File: src/rtl/hkalm_lsu.sv
`default_nettype none
// ============================================================================
// Module   : hkalm_lsu
// Brief    : Load/store unit with valid/ready request, valid response,
//            byte-lane alignment, load extension and a response timeout.
// Revision : 1.0
// ============================================================================
module hkalm_lsu #(
    parameter int XLEN    = 32,
    parameter int ADDR_W  = 32,
    parameter int TIMEOUT = 255
) (
    input  logic                 clk,
    input  logic                 reset,
    input  logic                 req_valid_E,
    input  logic                 req_we_E,
    input  logic [2:0]           funct3_E,
    input  logic [ADDR_W-1:0]    addr_E,
    input  logic [XLEN-1:0]      wdata_E,
    output logic                 stall,
    output logic [XLEN-1:0]      rdata_M,
    output logic                 done_M,
    output logic                 misaligned,
    output logic                 bus_error,
    output logic                 mem_req_valid,
    input  logic                 mem_req_ready,
    output logic                 mem_we,
    output logic [ADDR_W-1:0]    mem_addr,
    output logic [XLEN-1:0]      mem_wdata,
    output logic [XLEN/8-1:0]    mem_be,
    input  logic                 mem_rsp_valid,
    input  logic [XLEN-1:0]      mem_rdata
);

    localparam int c_nb    = XLEN / 8;
    localparam int c_off_w = $clog2(c_nb);
    localparam int c_cnt_w = (TIMEOUT > 1) ? $clog2(TIMEOUT + 1) : 1;
    localparam logic [c_cnt_w-1:0] c_timeout = c_cnt_w'(TIMEOUT);

    typedef enum logic [1:0] {
        S_IDLE = 2'd0,
        S_REQ  = 2'd1,
        S_WAIT = 2'd2,
        S_DONE = 2'd3
    } state_t;

    state_t               r_state;
    logic [c_cnt_w-1:0]   r_cnt;
    logic [c_off_w-1:0]   r_off;
    logic [1:0]           r_size;
    logic                 r_uns;
    logic                 r_mem_req_valid;
    logic                 r_mem_we;
    logic [ADDR_W-1:0]    r_mem_addr;
    logic [XLEN-1:0]      r_mem_wdata;
    logic [c_nb-1:0]      r_mem_be;
    logic [XLEN-1:0]      r_rdata;
    logic                 r_done;
    logic                 r_misaligned;
    logic                 r_bus_error;

    logic [1:0]           w_size;
    logic [c_off_w-1:0]   w_off;
    logic                 w_bad_f3;
    logic                 w_addr_mis;
    logic                 w_aligned;
    logic [c_nb-1:0]      w_be_base;
    logic [XLEN-1:0]      w_lanes;

    // Right-aligned lanes masked to the access size, then sign/zero filled.
    function automatic logic [XLEN-1:0] load_extend(
        input logic [XLEN-1:0] lanes,
        input logic [1:0]      size,
        input logic            is_unsigned
    );
        logic [XLEN-1:0] mask;
        logic            sign;
        mask = '1;
        sign = 1'b0;
        case (size)
            2'd0: begin mask = XLEN'(64'hFF);        sign = lanes[7];  end
            2'd1: begin mask = XLEN'(64'hFFFF);      sign = lanes[15]; end
            2'd2: begin mask = XLEN'(64'hFFFF_FFFF); sign = lanes[31]; end
            default: begin mask = '1;                sign = 1'b0;      end
        endcase
        return (lanes & mask) | ({XLEN{sign & ~is_unsigned}} & ~mask);
    endfunction

    assign w_size = funct3_E[1:0];
    assign w_off  = addr_E[c_off_w-1:0];

    // 111 is never legal; 64-bit size and lwu exist only on RV64.
    assign w_bad_f3 = (funct3_E == 3'b111) ||
                      ((XLEN == 32) && ((funct3_E == 3'b011) || (funct3_E == 3'b110)));

    always_comb begin
        w_addr_mis = 1'b0;
        w_be_base  = '1;
        case (w_size)
            2'd0: begin w_addr_mis = 1'b0;          w_be_base = c_nb'(1);  end
            2'd1: begin w_addr_mis = addr_E[0];     w_be_base = c_nb'(3);  end
            2'd2: begin w_addr_mis = |addr_E[1:0];  w_be_base = c_nb'(15); end
            default: begin w_addr_mis = |addr_E[2:0]; w_be_base = '1;     end
        endcase
    end

    assign w_aligned = ~w_bad_f3 & ~w_addr_mis;
    assign w_lanes   = mem_rdata >> {r_off, 3'b000};

    assign stall = ((r_state == S_IDLE) & req_valid_E & w_aligned) |
                   (r_state == S_REQ) | (r_state == S_WAIT);

    always_ff @(posedge clk or posedge reset) begin
        if (reset) begin
            r_state         <= S_IDLE;
            r_cnt           <= '0;
            r_off           <= '0;
            r_size          <= '0;
            r_uns           <= 1'b0;
            r_mem_req_valid <= 1'b0;
            r_mem_we        <= 1'b0;
            r_mem_addr      <= '0;
            r_mem_wdata     <= '0;
            r_mem_be        <= '0;
            r_rdata         <= '0;
            r_done          <= 1'b0;
            r_misaligned    <= 1'b0;
            r_bus_error     <= 1'b0;
        end else begin
            r_done       <= 1'b0;
            r_misaligned <= 1'b0;
            r_bus_error  <= 1'b0;
            case (r_state)
                S_IDLE: begin
                    if (req_valid_E) begin
                        if (w_aligned) begin
                            r_off           <= w_off;
                            r_size          <= w_size;
                            r_uns           <= funct3_E[2];
                            r_mem_we        <= req_we_E;
                            r_mem_addr      <= {addr_E[ADDR_W-1:c_off_w], {c_off_w{1'b0}}};
                            r_mem_wdata     <= wdata_E << {w_off, 3'b000};
                            r_mem_be        <= w_be_base << w_off;
                            r_mem_req_valid <= 1'b1;
                            r_state         <= S_REQ;
                        end else begin
                            r_misaligned <= 1'b1;
                        end
                    end
                end
                S_REQ: begin
                    if (mem_req_ready) begin
                        r_mem_req_valid <= 1'b0;
                        if (r_mem_we) begin
                            r_done  <= 1'b1;
                            r_state <= S_DONE;
                        end else begin
                            r_cnt   <= '0;
                            r_state <= S_WAIT;
                        end
                    end
                end
                S_WAIT: begin
                    // A response in the timeout cycle still wins.
                    if (mem_rsp_valid) begin
                        r_rdata <= load_extend(w_lanes, r_size, r_uns);
                        r_done  <= 1'b1;
                        r_state <= S_DONE;
                    end else if ((TIMEOUT != 0) && (r_cnt == c_timeout)) begin
                        r_bus_error <= 1'b1;
                        r_rdata     <= '0;
                        r_state     <= S_IDLE;
                    end else begin
                        r_cnt <= r_cnt + 1'b1;
                    end
                end
                S_DONE: begin
                    r_state <= S_IDLE;
                end
                default: begin
                    r_state <= S_IDLE;
                end
            endcase
        end
    end

    assign mem_req_valid = r_mem_req_valid;
    assign mem_we        = r_mem_we;
    assign mem_addr      = r_mem_addr;
    assign mem_wdata     = r_mem_wdata;
    assign mem_be        = r_mem_be;
    assign rdata_M       = r_rdata;
    assign done_M        = r_done;
    assign misaligned    = r_misaligned;
    assign bus_error     = r_bus_error;

endmodule
`default_nettype wire

File: config.mk
export PLATFORM = sky130hd
export DESIGN_NAME = hkalm_lsu
export DESIGN_NICKNAME = d
export VERILOG_FILES = /design/src/rtl/hkalm_lsu.sv
export SDC_FILE = /design/constraint.sdc
export NUM_CORES = 1
export LEC_CHECK = 0
export ABC_AREA = 1
export CELL_PAD_IN_SITES_DETAIL_PLACEMENT = 0
export CELL_PAD_IN_SITES_GLOBAL_PLACEMENT = 1
export CORE_MARGIN = 3
export CORE_UTILIZATION = 30
export CTS_CLUSTER_SIZE = 8
export DETAILED_ROUTE_END_ITERATION = 7
export MAX_ROUTING_LAYER = met4
export PLACE_DENSITY = 0.78
export SLEW_MARGIN = 20
export SYNTH_ARGS = -nofsm -noshare
export SYNTH_HDL_FRONTEND = slang
export SYNTH_SLANG_ARGS = --single-unit
File: constraint.sdc
create_clock -name clk -period 10.65 [get_ports clk]
set_clock_uncertainty 0.2 [all_clocks]
set_input_delay 1.065 -clock clk [delete_from_list [all_inputs] [get_ports clk]]
set_output_delay 1.065 -clock clk [all_outputs]
set_load 0.1 [all_outputs]
==> results.md <==
- Slowest CP cell: clkdlybuf4s50_1
- Hold Slack: approximately 0.28 ns
- Worst-path fanout max: 72
- HP Class: reg2reg
- Net count, final: around 1.1k
- Largest net degree at the start of global routing: 73
- Gr usage total: 18.0%
- Max Transition Viols Final: 0
- Antenna viol nets, final: 0
- Vias/cell: 4.61
- Vias in the first global route: 5632
- # Post-CTS Setup Buffers: 0
- Clk_lat worst skew: 0.41 ns
- Longest Clk Path Bufs: 2
- Worst path cell trace: clkdlybuf4s50_1 > inv_6 > nand2_4 > inv_4 > nand2_2 > nand2_4 > nand3_4 > nand2_1 > clkdlybuf4s50_1
- YS warnings: 0
- Post-DP HPWL: 13200 um
- Setup TNS: 0 ns
- RSZ-0062 raised after global routing: no
- Reg clk slew, reported paths: 0.06 ns
- GRT overflow: 0
- Fmax: 0.174 GHz
- First-pass GRT wire length: between 30000 and 40000 um
- Row cnt: 50
- Worst Setup Path Type: in2out
- DRT Pass-1 Iters: 5
- Diode count: 0
- Num ports: 211
- Resize count post-CTS: 0
- Max Cap Viol: 0
- Hold Buf Count CTS: 0
- H-tree depth: 4
- Slowest Stage Delay on Critical Path: between 1 and 1.5 ns
- Routed wire length: 18900 um
- Most frequent cells in the layout: nand2_1 (318), clkdlybuf4s50_1 (208), dfrtp_1 (118)
- # clock sinks: around 120
- PortBufs: roughly 210
- Layout overhead on the synthesized area: 46.6%
- CTS tree: done
- Crit path buffers/inverters: 4
- WL/cell: around 16 um
- Final Setup Violations: 0
- Critical Path RT: 9.39 ns
- Crit share post-route: 54.0%
- Synth cell types: 36
- Dominant delay contributor by cell family on the critical path: buffers and inverters
- DIE AREA: roughly 22000 um2
- Crit path time final: ~5.8 ns
- Average size of a mapped cell: ~8 um2
- Share of post-route cells with drive strength above 1: between 5 and 6%
- Syn Inst Count: 758
- Mapped Area: around 5900 um2
- Antenna violations before repair: 0
- Worst rel slew slack: 30.7%
- Synth Register Bits: 118
- Slew @ Worst Pin: 1.04 ns
- DRC: 0
- Via count: approximately 5.6k
- Outcome: completed
- Initial core utilization: 31.2%
- Crit start category: input pin
- Hold depth: 2
- CP arrival: 4.49 ns
- Root Driver: clkbuf_16
- Critical path depth: 9
- GP Congestion: 0.817
- Die H: roughly 150 um
- Sequential-to-total area share from yosys stat: around 50%
- Count of final hold-check violations: 0
- Die width: 147 um
- CTS buffer count: 17
- Iter 0 DRT Violations: a little under 300
- Most common cell after layout, fill and taps aside: nand2_1
- Register-to-Register Path Depth: 5
- Core area: 19100 um2
- Critical path endpoint category: primary output
## state kept, by name (all words and copies together), names as in the netlist, 2 cells and up
name,flops
mem_addr,30
mem_be,4
mem_wdata,32
r_cnt,8
r_off,2
r_size,2
r_state,2
rdata_M,32
## final timing paths
check,endpoint,slack (ns),startpoint
worst max-delay path,stall,4.89,addr_E[1]
min in group asynchronous,rdata_M[25],0.92,reset
worst max register to register,done_M,7.82,r_state[0]
max in group asynchronous,mem_wdata[1],8.02,reset
worst min-delay path,mem_addr[17],0.28,mem_addr[17]
worst min register to register,mem_addr[17],0.28,mem_addr[17]
## cell usage after synthesis
cell type | instances | area share, %
ha_1 | 5 | 1.1
o21bai_1 | 7 | 0.88
inv_1 | 33 | 2.1
o21a_1 | 9 | 1.1
nand4_1 | 4 | 0.42
nand2_1 | 318 | 20
a22o_1 | 7 | 1.0
inv_6 | 1 | 0.15
dfrtp_1 | 118 | 50
o21ai_1 | 14 | 1.2
buf_4 | 3 | 0.38
inv_4 | 1 | 0.11
nand2_4 | 3 | 0.57
nor2_4 | 1 | 0.19
clkinv_1 | 1 | 0.063
mux2i_1 | 4 | 0.67
nand2_2 | 3 | 0.32
nor3_1 | 2 | 0.17
nand3_1 | 47 | 4.0
nor2_1 | 19 | 1.2
conb_1 | 1 | 0.063
nand3b_1 | 2 | 0.25
o211a_1 | 1 | 0.17
o22ai_1 | 8 | 0.84
a21oi_1 | 10 | 0.84
clkbuf_1 | 17 | 1.1
or2_2 | 3 | 0.32
a21boi_0 | 1 | 0.13
a31oi_1 | 3 | 0.32
buf_6 | 10 | 1.9
buf_2 | 16 | 1.3
o21ai_0 | 78 | 6.6
nand3_4 | 1 | 0.29
o211ai_1 | 1 | 0.13
inv_2 | 4 | 0.25
nor2_2 | 2 | 0.21
## cells by family after synthesis
kind of cell	count (synthesis)	synth area share, %
simple gates	405	28.0
compound gates	139	13.2
flops	118	49.7
buf+inv	86	7.35
fa+ha+maj	5	1.05
mux	4	0.674
other cells	1	0.0631
## through the flow
step / util [%] / cell area [um2] / worst slack [ns] / std cells
floorplan: - / 5950 / 6.26 / 759
global placement: 42.5 / 8100 / 4.86 / 1184
detailed placement: 42.5 / 8100 / 4.82 / 1184
CTS: 45.7 / 8720 / 4.81 / 1216
global route: 45.7 / 8720 / 4.59 / 1216
finish: 45.7 / 8720 / 4.89 / 1216
## area by class of cell
cell class	count	area, um2
fillers	1908	10400
flip-flops and latches	118	2950
clock inverters	14	176
multi-input cells	555	2560
inverters	40	160
repair buffers	211	2100
clock buffers	18	439
well taps	260	325
## worst min-delay path: cells and delay by family, from the launching register on
family / cells / cell delay (ns)
simple gates: 2 / 0.10
flops: 1 / 0.34
## per-layer routing
layer	part of all wire, %	up-vias	global-route usage, %
met1	47	2583	25.1
met2	44	194	26.3
met3	8.1	12	5.31
li1	-	2811	-
met5	0	-	-
met4	0.73	0	3.57
Power is left out: the tool's default activity adds up to more than one toggle a clock period on the data nets, which glitch-free logic cannot reach.
==> patch 1, RTL diff (same flow settings) <==
Encoding of `state_t`: now one-hot (4 bits for 4 states).
--- a/src/rtl/hkalm_lsu.sv
+++ b/src/rtl/hkalm_lsu.sv
@@ -37,11 +37,11 @@
     localparam int c_cnt_w = (TIMEOUT > 1) ? $clog2(TIMEOUT + 1) : 1;
     localparam logic [c_cnt_w-1:0] c_timeout = c_cnt_w'(TIMEOUT);
 
-    typedef enum logic [1:0] {
-        S_IDLE = 2'd0,
-        S_REQ  = 2'd1,
-        S_WAIT = 2'd2,
-        S_DONE = 2'd3
+    typedef enum logic [3:0] {
+        S_IDLE = 4'b0001,
+        S_REQ  = 4'b0010,
+        S_WAIT = 4'b0100,
+        S_DONE = 4'b1000
     } state_t;
 
     state_t               r_state;
Behaviour: same outputs for any inputs over 4 cycles, from zero or initial values and one cycle with reset high; so few cycles prove little.
==> patch 1 against the unedited design <==
  * Die area increased by 0.50%
  * Sequential cell count increased by 2
  * Via count increased by 2.8%
  * Global-route usage decreased by 0.087 points
  * Synthesized area increased by 0.53%
  * First-iteration DRC count increased by 17%
  * Final area increased by 0.37%
  * Non-clock buffer count unchanged
  * Wire length decreased by 0.81%
  * Worst setup slack improved by 0.065 ns
  * Fmax increased by 1.1%
  * Critical path type unchanged
Power is not shown: default switching activity piles up to over one toggle a cycle in this logic, so the estimate is an artifact.
==> patch 1: results (changes against the unedited design) <==
[outcome]
outcome = completed

[global_route]
grtUsageTotal_pct = 17.95  ; -0.087 points
grt_pass1_vias = 5681  ; +0.87%
antenna_found_initial = 0  ; unchanged
grt_max_degree = 106  ; +45%
grt_pass1_wl_um = 30190  ; -1.0%

[hold_path]
worstHoldStart = mem_addr[7]
min_path_type = register to register

[placed_design]
place_hpwl_um = 12970  ; -1.6%
io_buffers = 208  ; unchanged
gp_congestion = 0.8127  ; -0.57%

[synth]
ys_warn_count = 0  ; unchanged
async_reset_ff_share_pct = 100.0  ; unchanged
ys_seq_area_share_pct = 50.27  ; +0.60 points
synth_commonest_cells = nand2_1, dfrtp_1, nand3_1
netlist-cell-type-count = 35  ; -2.8%
synth.top_cells.by_area = dfrtp_1, nand2_1, nand3_1, o21ai_0, inv_1

[setup_path]
worstSetupStartpoint = addr_E[0]
cp_max_fo = 35  ; -51%
r2r_start = r_state[0]

[cts]
htree_levels = 4  ; unchanged
cts_root_buffer = clkbuf_16
clock_latency_ns = 0.42
cts_buffers = 17  ; unchanged
cts_resized = 0  ; unchanged
cts_setup_buffers = 0  ; unchanged
clkTransAtPathRegs_ns = 0.06  ; about the same
ctsLongestPathBuffers = 2  ; unchanged

[sta]
hold_viol_final = 0  ; unchanged
slew_headroom_pct = 29.47  ; -1.2 points

[cells_and_area]
drive_above_1_share_pct = 6.452  ; +0.70 points
fillers = 1964  ; +2.9%
nNetsFinal = 1054  ; +0.095%
antenna_cells = 0  ; unchanged

[detailed_routing]
drt_iter0_drc = 344  ; +17%
wl_per_cell_um = 15.34  ; -1.2%
first_pass_iters = 5  ; unchanged
vias_per_cell = 4.713  ; +2.3%

## patch 1: worst paths after layout
path,to,slack (ns),depth (start not counted)
worst max-delay path,stall,4.96,7
worst min-delay path,mem_addr[7],0.27,2
worst max register to register,mem_wdata[14],7.94,7
worst min register to register,mem_addr[7],0.27,2
max in group asynchronous,mem_wdata[27],8.25,3
min in group asynchronous,mem_req_valid,0.85,2
## patch 1: layout make-up
type	instances	area share, %
Multi-Input combinational cell	558	29.19
Clock inverter	12	1.587
Tap cell	260	3.718
Clock buffer	20	5.334
Sequential cell	120	34.33
Timing Repair Buffer	211	24.10
Inverter	40	1.745
## patch 1: cell families (layout without fill, tap and decap cells)
logic type,Yosys count,count (layout),synth area share (%)
adder cells (fa/ha/maj),1,1,0.2093
flip-flops,120,120,50.27
AO/OA/AOI/OAI,123,123,11.58
XOR/XNOR,4,4,0.5864
other,1,2,0.06275
buffers and inverters,89,283,7.056
AND/OR/NAND/NOR,428,428,30.23
## patch 1: metal layers
layer	routed length [um]	global-route usage (%)	part of all wire, %	up-vias
met5	0	-	0	-
met4	462	6.570	2.5	0
met3	1360	5.367	7.3	28
met2	8471	26.91	45	194
met1	8437	23.06	45	2676
li1	-	-	-	2857
## patch 1: worst max-delay path, stage by stage
cell,delay [ns]
clkdlybuf4s50_1,0.94
inv_2,0.59
o21ai_2,0.15
nand2_4,0.32
nand2_4,0.08
nand3_1,0.09
clkdlybuf4s50_1,1.15
## patch 1: metrics by stage
stage	area, sq um	worst slack, ns	instances
floorplan	5979	6.201	767
global placement	8140	4.957	1189
detailed placement	8140	4.939	1189
CTS	8746	4.943	1221
global route	8750	4.661	1221
finish	8750	4.959	1221
==> patch 2, RTL diff (same flow settings) <==
Made on the original files. Change the parameter `TIMEOUT` from 255 to 510.
--- a/src/rtl/hkalm_lsu.sv
+++ b/src/rtl/hkalm_lsu.sv
@@ -8,7 +8,7 @@
 module hkalm_lsu #(
     parameter int XLEN    = 32,
     parameter int ADDR_W  = 32,
-    parameter int TIMEOUT = 255
+    parameter int TIMEOUT = 510
 ) (
     input  logic                 clk,
     input  logic                 reset,
Check against the original RTL: not settled (the Yosys comparison gave no result); the edit may change what the design does.
==> patch 2 against the unedited design <==
  * Register-to-register slack gained 0.19 ns
  * Final area grew 1.1%
  * Critical path depth is the same
  * Sequential cell count grew 1
  * Worst hold slack lost 0.0035 ns
  * Count of clock-buffer cells in the layout grew 3
  * Worst setup slack gained 0.63 ns
  * Non-clock buffer count grew 2
  * Synthesized area grew 1.3%
  * Wire length grew 1.8%
  * Highest routed layer unchanged
Power is left out: the tool's default activity adds up to more than one toggle a clock period on the data nets, which glitch-free logic cannot reach.
==> patch 2: results (changes against the unedited design) <==
[placed_design]
placed_area_sq_um = 8214  ; +1.4%
gp_congestion = 0.8025  ; -1.8%
dp.cells = 1222  ; +3.2%
place_hpwl_um = 13450  ; +2.0%

[setup_path]
worstSetupStartpoint = addr_E[1]
cp_max_fo = 19  ; -74%
r2r_slack_ns = 8.01  ; +0.19 ns
r2r_start = r_off[1]
r2r_cells = 8  ; +3
slowest_delay_ns = 1.13  ; -0.03 ns
rr_endpoint = rdata_M[24]
worstPathArrival_ns = 3.86  ; -0.63 ns

[synth]
netlist-cell-type-count = 33  ; -8.3%
synthFlopType = dfrtp_1
synth_cells = 789  ; +4.1%
ys_seq_area_share_pct = 49.43  ; -0.24 points
synth_commonest_cells = nand2_1, dfrtp_1, o21ai_0
ys_warn_count = 0  ; unchanged
ys_ff_latch = 119  ; +0.85%
synth.top_cells.by_area = dfrtp_1, nand2_1, o21ai_0, nand3_1, inv_1

[global_route]
use_met3_pct = 5.334  ; +0.029 points
met1_usage_pct = 25.48  ; +0.40 points
grt_pass1_vias = 5638  ; +0.11%
grt_max_degree = 72  ; -1.4%
grt_pass1_wl_um = 30890  ; +1.3%
grtUsageMet2_pct = 26.15  ; -0.19 points
grtUsageTotal_pct = 18.29  ; +0.25 points

[cells_and_area]
syn_to_final_growth_pct = 46.23
sh_seq_area_pct = 33.80  ; -0.072 points
stdcell_area_sq_um = 8810  ; +1.1%
nNonClkBuffers = 213  ; +0.95%
clock_buffers = 21  ; +3
nMultiInputCombCells = 578  ; +4.1%
fillers = 1986  ; +4.1%
buffer_area_share_pct = 24.06  ; -0.083 points
drive_above_1_share_pct = 5.572  ; -0.18 points
fin_cells = 1252  ; +3.0%
multiInputGateArea_sq_um = 2601  ; +1.7%
inv_count = 47  ; +18%
nNetsFinal = 1087  ; +3.2%
clk_share_pct = 6.760  ; -0.30 points

[sta]
hold_viol_final = 0  ; unchanged
timing.fmax_ghz = 0.1952  ; +12%
hold_slack_ns = 0.2719  ; -0.003526 ns
worst_pin_slew_ns = 1.054  ; +0.01746 ns

[hold_path]
min_path_type = register to register
hold_end = rdata_M[0]
worstHoldStart = rdata_M[0]

[detailed_routing]
wl_per_cell_um = 15.36  ; -1.1%
met2WireLength_um = 8349  ; unchanged
vias_per_cell = 4.573  ; -0.69%
drt_iter0_drc = 421  ; +43%
dr_wl_met3_um = 1591  ; +4.3%
drt-met1-wl_um = 9097  ; +2.5%

[outcome]
outcome = completed

==> patch 2: changes by cell type after synthesis, moves of 3 or more <==
cell / change
a22o_1: -7
inv_1: +5
nand4_1: -4
buf_2: -3
o21ai_1: +3
nor2_1: +6
xnor2_1: +3
a31oi_1: -3
nand2_1: +27
inv_2: +4
nand3_1: +11
a21oi_1: -8
==> patch 2: cell families (layout without fill, tap and decap cells) <==
| group | Yosys count | count (layout) | synth area share, % |
|---|---|---|---|
| and+or+nand+nor | 442 | 442 | 29.80 |
| AOI/OAI and AO/OA | 122 | 122 | 11.09 |
| DFF | 119 | 119 | 49.43 |
| buffers and inverters | 93 | 290 | 7.456 |
| adders and majority gates | 6 | 6 | 1.246 |
| xor gates and xnor gates | 4 | 4 | 0.5816 |
| muxes | 2 | 2 | 0.3323 |
| other | 1 | 2 | 0.06225 |
==> patch 2: tightest hold or removal path, cell delays in order, from the launching register on <==
cell	delay [ns]
dfrtp_1	0.34
nand2_1	0.05
nand2_1	0.04
